**src/rtl/postage_filter_hls_deadlock_reporter.sv**
```systemverilog
// Qualifies a persistent, unchanging monitor block pattern as a deadlock.
// On detection it latches a snapshot, emits one report word (valid/ready), then holds a sticky flag until cleared.
module postage_filter_hls_deadlock_reporter #(
  parameter int NUM_MON = 4,
  parameter int IDX_W   = 2,
  parameter int THRESH  = 1024,
  parameter int CNT_W   = 16
) (
  input  logic                        clock,
  input  logic                        reset,
  input  logic [NUM_MON-1:0]          block_sigs,
  input  logic                        deadlock_clear,
  output logic                        deadlock,
  output logic                        report_valid,
  input  logic                        report_ready,
  output logic [8+IDX_W+NUM_MON-1:0]  report_data,
  output logic [CNT_W-1:0]            stable_cnt
);

  typedef enum logic [1:0] {WATCH, REPORT, HOLD} state_t;

  localparam logic [CNT_W-1:0] CNT_ONE = CNT_W'(1);
  localparam logic [CNT_W-1:0] CNT_THR = CNT_W'(THRESH);

  state_t             state_q, state_d;
  logic [CNT_W-1:0]   cnt_q, cnt_d, cnt_watch;
  logic [NUM_MON-1:0] prev_q, prev_d;
  logic [NUM_MON-1:0] pat_q, pat_d;
  logic [IDX_W-1:0]   idx_q, idx_d, low_idx;
  logic [7:0]         ev_q, ev_d;
  logic               detect;

  // Descending scan so the lowest set bit is the last one written.
  always_comb begin
    low_idx = '0;
    for (int i = NUM_MON - 1; i >= 0; i--) begin
      if (block_sigs[i]) low_idx = IDX_W'(i);
    end
  end

  always_comb begin
    if (block_sigs == '0)            cnt_watch = '0;
    else if (block_sigs == prev_q)   cnt_watch = cnt_q + CNT_ONE;
    else                             cnt_watch = CNT_ONE;
    detect = (state_q == WATCH) && (cnt_watch == CNT_THR);
  end

  always_ff @(posedge clock) begin
    if (reset) begin
      state_q <= WATCH;
      cnt_q   <= '0;
      prev_q  <= '0;
      pat_q   <= '0;
      idx_q   <= '0;
      ev_q    <= '0;
    end else begin
      state_q <= state_d;
      cnt_q   <= cnt_d;
      prev_q  <= prev_d;
      pat_q   <= pat_d;
      idx_q   <= idx_d;
      ev_q    <= ev_d;
    end
  end

  always_comb begin
    state_d = state_q;
    cnt_d   = cnt_q;
    prev_d  = prev_q;
    pat_d   = pat_q;
    idx_d   = idx_q;
    ev_d    = ev_q;
    case (state_q)
      WATCH: begin
        cnt_d  = cnt_watch;
        prev_d = block_sigs;
        if (detect) begin
          state_d = REPORT;
          pat_d   = block_sigs;
          idx_d   = low_idx;
          ev_d    = (ev_q == 8'hFF) ? ev_q : ev_q + 8'd1;
        end
      end
      // Count and pattern history are frozen while the report is outstanding.
      REPORT: begin
        if (report_ready) state_d = HOLD;
      end
      HOLD: begin
        cnt_d  = '0;
        prev_d = '0;
        if (deadlock_clear) state_d = WATCH;
      end
      default: state_d = WATCH;
    endcase
  end

  always_comb begin
    deadlock     = (state_q != WATCH);
    report_valid = (state_q == REPORT);
    report_data  = {ev_q, idx_q, pat_q};
    stable_cnt   = cnt_q;
  end

endmodule

```
**config.mk**
```make
export PLATFORM = sky130hd
export DESIGN_NAME = postage_filter_hls_deadlock_reporter
export DESIGN_NICKNAME = d
export VERILOG_FILES = /design/src/rtl/postage_filter_hls_deadlock_reporter.sv
export SDC_FILE = /design/constraint.sdc
export NUM_CORES = 1
export LEC_CHECK = 0
export ABC_CLOCK_PERIOD_IN_PS = 3590
export CORE_ASPECT_RATIO = 2
export CORE_UTILIZATION = 35
export DETAILED_ROUTE_END_ITERATION = 16
export PLACE_DENSITY = 0.55
export SLEW_MARGIN = 20
export SYNTH_ARGS = -nofsm -noshare
export SYNTH_HDL_FRONTEND = slang
export SYNTH_SLANG_ARGS = --single-unit
```
**constraint.sdc**
```tcl
create_clock -name clock -period 3.59 [get_ports clock]
set_input_delay 0.5385 -clock clock [delete_from_list [all_inputs] [get_ports clock]]
set_output_delay 0.5385 -clock clock [all_outputs]
set_load 0.02 [all_outputs]
```
==> flow_summary.yaml, run 1 <==
global_routing:
  grt_antenna_before_repair: 0
  first_pass_grt_wire_length_mm: 9.21
  globalRoute.totalOverflow: 0
  grtUsageTotal_pct: 19.3
  pin_count_of_the_biggest_net_entering_global_routing: 30
  first_global_vias: 1984
cts:
  cts_sinks: 36
  cts.repair.resized: 0
  cts.repair_timing.setup_buffer_count: 0
  clk_pin_slew_worst_paths_ns: 0.08
  cts_root_buffer: "sky130_fd_sc_hd__clkbuf_8"
  insertion_delay_ns: 0.29
  cts-htree-levels: 2
  numCtsBuffers: 5
  cts-root-to-sink-buffers: 2
  cts_tree: "yes"
  cts-hold-fix-buffers: 0
floorplanning:
  die_h_um: 109
  die_ar_um2: 6060
  core-area_um2: 5470
  rows: 38
  ioPinCount: 40
  initial_utilization_pct: 36.7
  die_w_um: 55.5
setup_path:
  worst-path-max-fanout: 7
  critical_path.startpoint_type: "flop"
  worstPathRequired_ns: 3.78
  crit_path_end_kind: "flop"
  crit_arrival_ns: 3.48
  critPathKind: "flop to flop"
sta:
  finalSetupViolations: 0
  finalMaxSlewViolations: 0
  period_share_pct: 91.7
  max_clock_freq_mhz: 304
  final_hold_vios: 0
  slew-limit-headroom_pct: 51.1
  worst_clock_skew_ns: 0.00740
  tightest_slew_ns: 0.732
  final.min_clock_period_ns: 3.29
  final.setup.tns_ns: 0
  rsz0062_at_grt: "false"
final_layout:
  num_antenna_cells: 0
  final_area_um2: 2640
  area_growth_syn_to_layout_pct: 31.3
  layout-drive-gt1-share_pct: 11.6
  final_net_count: 311
power_and_ir_drop:
  power_per_cell_area_nw_per_um2: 315
  internal-power_w: 0.000633
  power.share.switching_pct: 23.6
  netSwitchingPower_w: 0.000196
  power_frac_seq_pct: 48.9
  power.total_w: 0.000829
  clock_power_share_pct: 44.1
  static_leakage_nw: 0.896
  pwr-share-comb_pct: 7.0
  vdd_drop_max_mv: 0.254
synth:
  synth_unique_cells: 42
  seq_area_frac_synth_pct: 35.9
  synthDominantAreaCellType: "sky130_fd_sc_hd__dfxtp_1"
  yosys.area.top_type_share_pct: 35.9
  synthCells: 257
  synth_flop_cell: "sky130_fd_sc_hd__dfxtp_1"
  post_synth.cell_area_avg_um2: 7.81
  mux_cell_area_share_after_synthesis_pct: 4.68
  parity_gate_share_of_the_synthesized_area_counting_xor_and_xnor_cells_pct: 4.36
  synth_fp_nets: 267
  synth_area_leaders: "sky130_fd_sc_hd__dfxtp_1 36%, sky130_fd_sc_hd__a21oi_1 7.2%, sky130_fd_sc_hd__nor2_1 6.9%"
  synth_fa_ha_area_share_pct: 1.25
  ys_seq_elements: 36
  synth.yosys.warnings: 0
  asyncSetResetFlopFracSynth_pct: 0
  synth-compound-area-share_pct: 16.8
  post_synth_and_or_nand_nor_area_fraction_pct: 32.9
  netlist_area_um2: 2010
  synth_edf_count: 0
  synth_top_family_by_area: "simple AND/OR/NAND/NOR gates"
outcome:
  status: "finished, final reports clean"
route:
  wl_per_cell_um: 15.1
  antenna_violating_nets_post_route: 0
  vias: 2019
  drt_iter0_drcs: 49
  route.detailed.drc: 0
  viasPerCell: 5.58
  drt_wl_total_mm: 5.48
  drtPass1Iterations: 4
placement:
  place_congestion: 0.783
  place.port_buffers: 39
  dp_hpwl_mm: 3.96
  dpl_cell_area_um2: 2520
job:
  timing.max_cap.violations: 0
hold_path:
  hp-class: "flop to flop"
cell type report:
type	instances	area, um2
clock buffer	5	68.8
clock inverter	3	42.5
fill	542	2830
inverter	2	7.51
multi-input combinational	202	1220
sequential	36	721
tap	60	75.1
timing repair buffer	54	503
routing by layer:
metal	vias to the layer above	global-route usage, %	part of all wire, %
li1	1013	-	-
met1	953	20.1	40
met2	42	37.1	55
met3	11	2.49	2.9
met4	0	9.29	2.3
met5	-	0	0
cells in the mapped netlist, drive strengths merged (4+ instances only):
| cell | count |
|---|---|
| nor2 | 37 |
| dfxtp | 36 |
| a21oi | 29 |
| o21ai | 16 |
| nand3 | 13 |
| nand2 | 12 |
| clkbuf | 9 |
| buf | 8 |
| nor3 | 7 |
| or3 | 7 |
| or4 | 7 |
| xor2 | 7 |
| mux2i | 6 |
| nor2b | 6 |
| nor4 | 6 |
| a31oi | 5 |
| and3 | 5 |
| nor3b | 5 |
| nand3b | 4 |
flip-flops by register name, summed over array words and instances (netlist names):
signal and flops:
prev_q 4, pat_q 4, ev_q 8, idx_q 2, state_q 2, stable_cnt 16
cells by family after synthesis:
family / count (synthesis)
mux: 9
xor+xnor: 10
flops: 36
compound gates: 60
simple gates: 121
buf+inv: 19
fa+ha+maj: 2
power by group through the flow:
stage                     clock (W)  sequential (W)  combinational, W
after floorplan                   0        0.000416         0.0000292
after global placement            0        0.000414         0.0000578
after detailed placement          0        0.000414         0.0000584
after CTS                  0.000379        0.000405         0.0000585
after global routing       0.000389        0.000405         0.0000643
final                      0.000366        0.000405         0.0000580
path summary, 6_finish.rpt:
kind | startpoint | endpoint | slack (ns) | cells after the start
setup / recovery | stable_cnt[1] | ev_q[3] | 0.30 | 8
hold / removal | pat_q[1] | pat_q[1] | 0.50 | 2
setup reg to reg | stable_cnt[1] | ev_q[3] | 0.30 | 8
hold reg to reg | pat_q[1] | pat_q[1] | 0.50 | 2
layout by cell type, fill, tap and decap left out, types with 4 or more instances in the layout:
master	synthesis	layout
sky130_fd_sc_hd__nor3b_1	5	5
sky130_fd_sc_hd__nand2_1	11	11
sky130_fd_sc_hd__nor3_1	7	7
sky130_fd_sc_hd__or4_1	6	6
sky130_fd_sc_hd__nor2_1	37	37
sky130_fd_sc_hd__dfxtp_1	36	36
sky130_fd_sc_hd__clkbuf_8	0	5
sky130_fd_sc_hd__a31oi_1	5	5
sky130_fd_sc_hd__buf_4	0	15
sky130_fd_sc_hd__a21oi_1	29	29
sky130_fd_sc_hd__nand3b_1	4	4
sky130_fd_sc_hd__o21ai_0	16	16
sky130_fd_sc_hd__or3_1	7	7
sky130_fd_sc_hd__nand3_1	13	13
sky130_fd_sc_hd__mux2i_1	6	6
sky130_fd_sc_hd__and3_1	5	5
sky130_fd_sc_hd__clkdlybuf4s50_1	0	39
sky130_fd_sc_hd__xor2_1	7	7
sky130_fd_sc_hd__nor2b_1	6	6
critical path: stages, from the launching register on:
cell	delay, ns
sky130_fd_sc_hd__dfxtp_1	0.44
sky130_fd_sc_hd__ha_1	0.28
sky130_fd_sc_hd__nand3_1	0.25
sky130_fd_sc_hd__nor4_2	0.36
sky130_fd_sc_hd__o21ai_0	0.11
sky130_fd_sc_hd__or4_1	0.54
sky130_fd_sc_hd__or4_1	0.49
sky130_fd_sc_hd__nor4b_1	0.36
sky130_fd_sc_hd__mux2_2	0.37
metrics by stage:
step	hold WS (ns)	setup WS [ns]	utilization, %	std cells
6_report	0.499	0.297	48.2	362
5_1_grt	0.547	0.0652	48.2	362
4_1_cts	0.508	0.272	48.1	362
3_5_place_dp	0.486	0.00153	46.0	354
3_3_place_gp	0.485	0.0497	46.0	354
2_1_floorplan	0.481	0.420	-	257
(Power assumes the default switching activity.)
==> inputs of run 2 (changes only) <==
--- a/config.mk
+++ b/config.mk
@@ -8,6 +8,7 @@
 export ABC_CLOCK_PERIOD_IN_PS = 3590
 export CORE_ASPECT_RATIO = 2
 export CORE_UTILIZATION = 35
+export CTS_BUF_LIST = sky130_fd_sc_hd__clkbuf_8
 export DETAILED_ROUTE_END_ITERATION = 16
 export PLACE_DENSITY = 0.55
 export SLEW_MARGIN = 20
==> results of run 2 <==
No change in the layout: final DEF, timing and power equal those of run 1.
